<file path="config.mk">
export PLATFORM = sky130hd
export DESIGN_NAME = game_judge_flat
export DESIGN_NICKNAME = d
export VERILOG_FILES = /design/src/rtl/game_judge_if.sv /design/src/rtl/game_judge.sv /design/src/flat_wrapper.sv
export SDC_FILE = /design/constraint.sdc
export NUM_CORES = 1
export LEC_CHECK = 0
export CORE_UTILIZATION = 58
export DETAILED_ROUTE_END_ITERATION = 16
export PLACE_DENSITY = 0.94
export SLEW_MARGIN = 20
export SYNTH_ARGS = -nofsm -noshare
export SYNTH_HDL_FRONTEND = slang
export SYNTH_SLANG_ARGS = --single-unit
</file>
<file path="constraint.sdc">
create_clock -name clk -period 6.72 [get_ports clk]
set_clock_uncertainty 0.2 [all_clocks]
set_input_delay 1.344 -clock clk [delete_from_list [all_inputs] [get_ports clk]]
set_output_delay 1.344 -clock clk [all_outputs]
set_load 0.05 [all_outputs]
</file>
<file path="src/rtl/game_judge_if.sv">
// Board-judge request/verdict bundle between the board controller and game_judge.
// Handshake: start is a request that the judge takes only while busy=0 (it
// is ignored otherwise, never queued); each accepted start yields exactly
// one done pulse. result/win_line/error hold until the next done.
interface game_judge_if;
  logic        start;
  logic [17:0] state;
  logic        busy;
  logic        done;
  logic [1:0]  result;
  logic [2:0]  win_line;
  logic        error;
  logic        dbg_fsm;

  modport master (
    output start, state,
    input  busy, done, result, win_line, error, dbg_fsm
  );

  modport slave (
    input  start, state,
    output busy, done, result, win_line, error, dbg_fsm
  );
endinterface

</file>
<file path="src/rtl/game_judge.sv">
// Tic-tac-toe verdict engine: snapshots the board on start, then checks one
// line per clock in fixed table order and reports the first win, draw or none.
module game_judge (
  input  logic         clk,
  input  logic         rst,
  game_judge_if.slave  bus
);
  typedef enum logic {IDLE = 1'b0, SCAN = 1'b1} fsm_t;

  fsm_t        fsm_q, fsm_d;
  logic [17:0] snap_q, snap_d;
  logic [2:0]  line_q, line_d;
  logic        busy_q, busy_d;
  logic        done_q, done_d;
  logic [1:0]  result_q, result_d;
  logic [2:0]  win_q, win_d;
  logic        error_q, error_d;

  logic [1:0]  cells [9];
  logic [3:0]  ia, ib, ic;
  logic        any_illegal, has_empty, line_win;

  always_comb begin
    any_illegal = 1'b0;
    has_empty   = 1'b0;
    for (int i = 0; i < 9; i++) begin
      cells[i] = snap_q[2*i +: 2];
      if (bus.state[2*i +: 2] == 2'b11) any_illegal = 1'b1;
      if (snap_q[2*i +: 2] == 2'b00) has_empty = 1'b1;
    end
  end

  // Cell indices of the line under test, in evaluation order.
  always_comb begin
    ia = 4'd0; ib = 4'd1; ic = 4'd2;
    case (line_q)
      3'd0: begin ia = 4'd0; ib = 4'd1; ic = 4'd2; end
      3'd1: begin ia = 4'd3; ib = 4'd4; ic = 4'd5; end
      3'd2: begin ia = 4'd6; ib = 4'd7; ic = 4'd8; end
      3'd3: begin ia = 4'd0; ib = 4'd3; ic = 4'd6; end
      3'd4: begin ia = 4'd1; ib = 4'd4; ic = 4'd7; end
      3'd5: begin ia = 4'd2; ib = 4'd5; ic = 4'd8; end
      3'd6: begin ia = 4'd0; ib = 4'd4; ic = 4'd8; end
      default: begin ia = 4'd2; ib = 4'd4; ic = 4'd6; end
    endcase
  end

  assign line_win = (cells[ia] != 2'b00) && (cells[ia] == cells[ib]) &&
                    (cells[ib] == cells[ic]);

  always_comb begin
    fsm_d    = fsm_q;
    snap_d   = snap_q;
    line_d   = line_q;
    busy_d   = busy_q;
    done_d   = 1'b0;
    result_d = result_q;
    win_d    = win_q;
    error_d  = error_q;
    case (fsm_q)
      IDLE: begin
        if (bus.start) begin
          snap_d = bus.state;
          line_d = 3'd0;
          if (any_illegal) begin
            done_d   = 1'b1;
            error_d  = 1'b1;
            result_d = 2'b00;
            win_d    = 3'd0;
          end else begin
            fsm_d  = SCAN;
            busy_d = 1'b1;
          end
        end
      end
      SCAN: begin
        if (line_win) begin
          result_d = cells[ia];
          win_d    = line_q;
          error_d  = 1'b0;
          done_d   = 1'b1;
          busy_d   = 1'b0;
          fsm_d    = IDLE;
        end else if (line_q == 3'd7) begin
          // Last line checked without a win: full board is a draw.
          result_d = has_empty ? 2'b00 : 2'b11;
          win_d    = 3'd0;
          error_d  = 1'b0;
          done_d   = 1'b1;
          busy_d   = 1'b0;
          fsm_d    = IDLE;
        end else begin
          line_d = line_q + 3'd1;
        end
      end
      default: fsm_d = IDLE;
    endcase
  end

  always_ff @(posedge clk) begin
    if (rst) begin
      fsm_q    <= IDLE;
      snap_q   <= 18'd0;
      line_q   <= 3'd0;
      busy_q   <= 1'b0;
      done_q   <= 1'b0;
      result_q <= 2'b00;
      win_q    <= 3'd0;
      error_q  <= 1'b0;
    end else begin
      fsm_q    <= fsm_d;
      snap_q   <= snap_d;
      line_q   <= line_d;
      busy_q   <= busy_d;
      done_q   <= done_d;
      result_q <= result_d;
      win_q    <= win_d;
      error_q  <= error_d;
    end
  end

  assign bus.busy     = busy_q;
  assign bus.done     = done_q;
  assign bus.result   = result_q;
  assign bus.win_line = win_q;
  assign bus.error    = error_q;
  assign bus.dbg_fsm  = fsm_q;
endmodule

</file>
<file path="src/flat_wrapper.sv">
// flat-port wrapper written by rule: the top's interface ports become plain ports
module game_judge_flat 
  (clk, rst, bus_start, bus_state, bus_busy, bus_done, bus_result, bus_win_line, bus_error, bus_dbg_fsm);
  game_judge_if bus_i ();
  input  logic clk;
  input  logic rst;
  input wire logic [$bits(bus_i.start)-1:0] bus_start;
  input wire logic [$bits(bus_i.state)-1:0] bus_state;
  output wire logic [$bits(bus_i.busy)-1:0] bus_busy;
  output wire logic [$bits(bus_i.done)-1:0] bus_done;
  output wire logic [$bits(bus_i.result)-1:0] bus_result;
  output wire logic [$bits(bus_i.win_line)-1:0] bus_win_line;
  output wire logic [$bits(bus_i.error)-1:0] bus_error;
  output wire logic [$bits(bus_i.dbg_fsm)-1:0] bus_dbg_fsm;
  assign bus_i.start = bus_start;
  assign bus_i.state = bus_state;
  assign bus_busy = bus_i.busy;
  assign bus_done = bus_i.done;
  assign bus_result = bus_i.result;
  assign bus_win_line = bus_i.win_line;
  assign bus_error = bus_i.error;
  assign bus_dbg_fsm = bus_i.dbg_fsm;
  game_judge u_core (.clk(clk), .rst(rst), .bus(bus_i));
endmodule
</file>
==> PnR_summary.wiki <==
{| class="wikitable"
! Metric !! Value
|-
| Status || finished, final reports clean
|-
| Worst IR Drop VDD || 181.2 uV
|-
| Wire length on met1 || between 2 and 2.5 mm
|-
| EDFF count, synth || 0
|-
| Area share of the largest cell type after synthesis || 0.3067
|-
| Share of the cycle needed by the critical path after routing || 0.5468
|-
| Crit Path Category || register to register
|-
| Predominant post-synthesis flop cell || sky130_fd_sc_hd__dfxtp_1
|-
| TritonRoute pass-1 iters || 5
|-
| Max Buffers Root-to-Sink || 2
|-
| Slew @ Worst Pin || 1.006 ns
|-
| Mapped Cells || 234
|-
| CTS sink count || 30
|-
| Worst path max stage delay || 0.82 ns
|-
| Startpoint Class || register
|-
| Post-placement cell area || 0.002241 sq mm
|-
| HPWL after detailed placement || between 3 and 4 mm
|-
| Total number of nets in the final design || 285
|-
| Total Die Area || 0.003613 sq mm
|-
| Cells taking the most area after synthesis || sky130_fd_sc_hd__dfxtp_1 (31%), sky130_fd_sc_hd__nand2_1 (8.8%), sky130_fd_sc_hd__a21oi_1 (7.4%)
|-
| Avg Vias per Cell || 6.270
|-
| Root buffer cell || sky130_fd_sc_hd__clkbuf_4
|-
| Footprint of the multi-input gates || 0.001257 sq mm
|-
| Post-Syn Area || around 0.002 sq mm
|-
| Cells traversed along the worst timing path || inv_1 > ha_1 > o21bai_1 > o21ai_2 > mux2i_1 > o311ai_4 > mux2i_4 > a22oi_4 > a21bo_2 > a41o_1
|-
| Residual overflow from global routing || 0
|-
| Inserted Diodes || 0
|-
| Routed wire length || 4.899 mm
|-
| Normalized max-slew margin || 0.3275
|-
| Remaining DRCs || 0
|-
| Clock tree from TritonCTS || done
|-
| Seq cells post-synth || 30
|-
| Final ANT Viol Nets || 0
|-
| Yosys top cell by area || sky130_fd_sc_hd__dfxtp_1
|-
| Routed wl met2 || 2.283 mm
|-
| Gp weighted congestion || between 1 and 1.5
|-
| Total Power Consumption || 0.3654 mW
|-
| Routed length per instance || 16.33 microns
|-
| Power density normalized to cell area || between 150 and 200 mW/mm^2
|-
| Number of cells after detailed placement || 293
|-
| # resized after CTS || 0
|-
| CTS H-Tree Depth || 2
|-
| Hold/Removal Path Class || register to register
|-
| Largest net degree at the start of global routing || 29
|-
| Via count || 1,881
|-
| Floorplan core area || 0.003128 sq mm
|-
| Signed area change from the synthesized netlist to the final layout || 16.87%
|-
| Sequential cell area fraction in the yosys report || 0.3067
|-
| Non-filler cells in the finished layout || 300
|-
| Cell with the most instances after synthesis || sky130_fd_sc_hd__nand2_1
|-
| Cell leakage power || 0.8823 nW
|-
| Count of max-cap constraint violations || 0
|-
| Final hold violations || 0
|-
| Row Count || 20
|-
| Number of buffers inserted by port buffering || 29
|-
| Type of element capturing the critical path || register
|-
| Die extent in y || 60.11 microns
|-
| Top-level I/O count || 30
|-
| WP data required || 6.76 ns
|-
| Top routing layer in use || met4
|-
| Fill count || 226
|-
| Post-synthesis net count || about 260
|-
| Effective utilization at floorplan || 0.6260
|-
| Final design utilization || 0.7316
|-
| Total count of max-transition violations in the final report || 0
|-
| Clock transition at path regs || 0.09 ns
|-
| Fmax achieved || roughly 270 MHz
|-
| Global-route wire length before repair || 7.914 mm
|-
| Post-Layout Inst Area || 0.002288 sq mm
|-
| Count of final setup violators || 0
|-
| Count of buffers added by post-CTS timing repair for setup || 0
|-
| RSZ-0062 raised after global routing || no
|-
| Fraction of layout instances using a drive strength above 1 || 0.09766
|-
| Number of design-rule violations left by the first detailed-router iteration || 125
|-
| Post-cts hold buffer count || 0
|-
| Final total negative setup slack || 0 ns
|-
| Slowest-stage cell, CP || sky130_fd_sc_hd__dfxtp_1
|-
| Wire length on met3 || 435 microns
|-
| Fin crit period || 3.674 ns
|-
| Cell types with the highest counts after synthesis || sky130_fd_sc_hd__nand2_1 (46), sky130_fd_sc_hd__dfxtp_1 (30), sky130_fd_sc_hd__a21oi_1 (29)
|-
| GRT Total Usage || 0.2981
|-
| Clock buffer count from CTS || 5
|-
| Width of the die || around 60 microns
|-
| Number of antenna violations at the first check in global routing || 0
|-
| Worst-path fanout max || 19
|-
| Syn Area/Cell || approximately 8.4 sq um
|-
| Synthesis warning total || 0
|-
| Insertion delay to the later sink of the worst-skew pair || around 0.34 ns
|-
| Netlist cell types || 61
|-
| Critical path data arrival time || between 3 and 4 ns
|-
| Reg area || approximately 600 sq um
|-
| Ys async rst share || 0
|-
| Vias in the first global route || about 1.7k
|}
==> per-layer routing <==
layer,global-route usage,up-vias
met1,0.3890,858
met2,0.4710,103
met5,0,-
li1,-,911
met3,0.06277,9
met4,0.1296,0
==> registers in the layout (all words and copies together), names as in the netlist <==
signal               count
u_core.snap_q           18
u_core.bus.win_line      3
u_core.line_q            3
u_core.bus.result        2
u_core.bus.busy          1
u_core.bus.dbg_fsm       1
u_core.bus.done          1
u_core.bus.error         1
==> kinds of logic after synthesis <==
family	after synthesis	share of synthesized area
AND/OR/NAND/NOR	82	0.1943
AO/OA/AOI/OAI	80	0.3189
flip-flops	30	0.3067
buffers and inverters	23	0.05112
multiplexers	11	0.07795
adder cells (fa/ha/maj)	8	0.05112
==> placed cells by master, fill, tap and decap left out, types with 5 or more instances in the layout <==
cell type                          n
sky130_fd_sc_hd__a22o_1            7
sky130_fd_sc_hd__nor2_1           12
sky130_fd_sc_hd__inv_1             8
sky130_fd_sc_hd__clkdlybuf4s50_1  29
sky130_fd_sc_hd__nand2_1          46
sky130_fd_sc_hd__ha_1              8
sky130_fd_sc_hd__clkbuf_4          5
sky130_fd_sc_hd__dfxtp_1          30
sky130_fd_sc_hd__nor3b_1           5
sky130_fd_sc_hd__a21oi_1          29
==> critical path: cells and delay by family, from the launching register on <==
kind                       cells  cell delay, ns
adders and majority gates      1            0.37
DFF                            1            0.82
buffers and inverters          1            0.24
AOI/OAI and AO/OA              6            1.45
muxes                          2            0.50
==> stage by stage <==
stage,setup slack [ns],hold slack [ns]
2_1_floorplan,3.717,0.2501
3_3_place_gp,3.140,0.2787
3_5_place_dp,3.096,0.2808
4_1_cts,3.096,0.3030
5_1_grt,2.833,0.3118
6_report,3.046,0.3018
==> layout make-up <==
| type | count | area share |
|---|---|---|
| Inverter | 8 | 0.01312 |
| Timing Repair Buffer | 30 | 0.1301 |
| Sequential cell | 30 | 0.2624 |
| Tap cell | 44 | 0.02406 |
| Clock buffer | 5 | 0.01640 |
| Multi-Input combinational cell | 181 | 0.5495 |
| Clock inverter | 2 | 0.004374 |
==> final timing paths <==
check        slack (ns)                  from  depth (start not counted)                   end
max reg2reg        3.05      u_core.line_q[2]                         10  u_core.bus.result[0]
max                3.05      u_core.line_q[2]                         10  u_core.bus.result[0]
min                0.30  u_core.bus.result[0]                          1  u_core.bus.result[0]
min reg2reg        0.30  u_core.bus.result[0]                          1  u_core.bus.result[0]
==> power by group <==
part / internal, mW / switching [mW] / leakage, nW
Combinational: 0.0319 / 0.0362 / 0.606
Clock: 0.0375 / 0.0642 / 0.0308
Sequential: 0.186 / 0.0101 / 0.246
No activity file was read; power rests on OpenSTA's default activity.
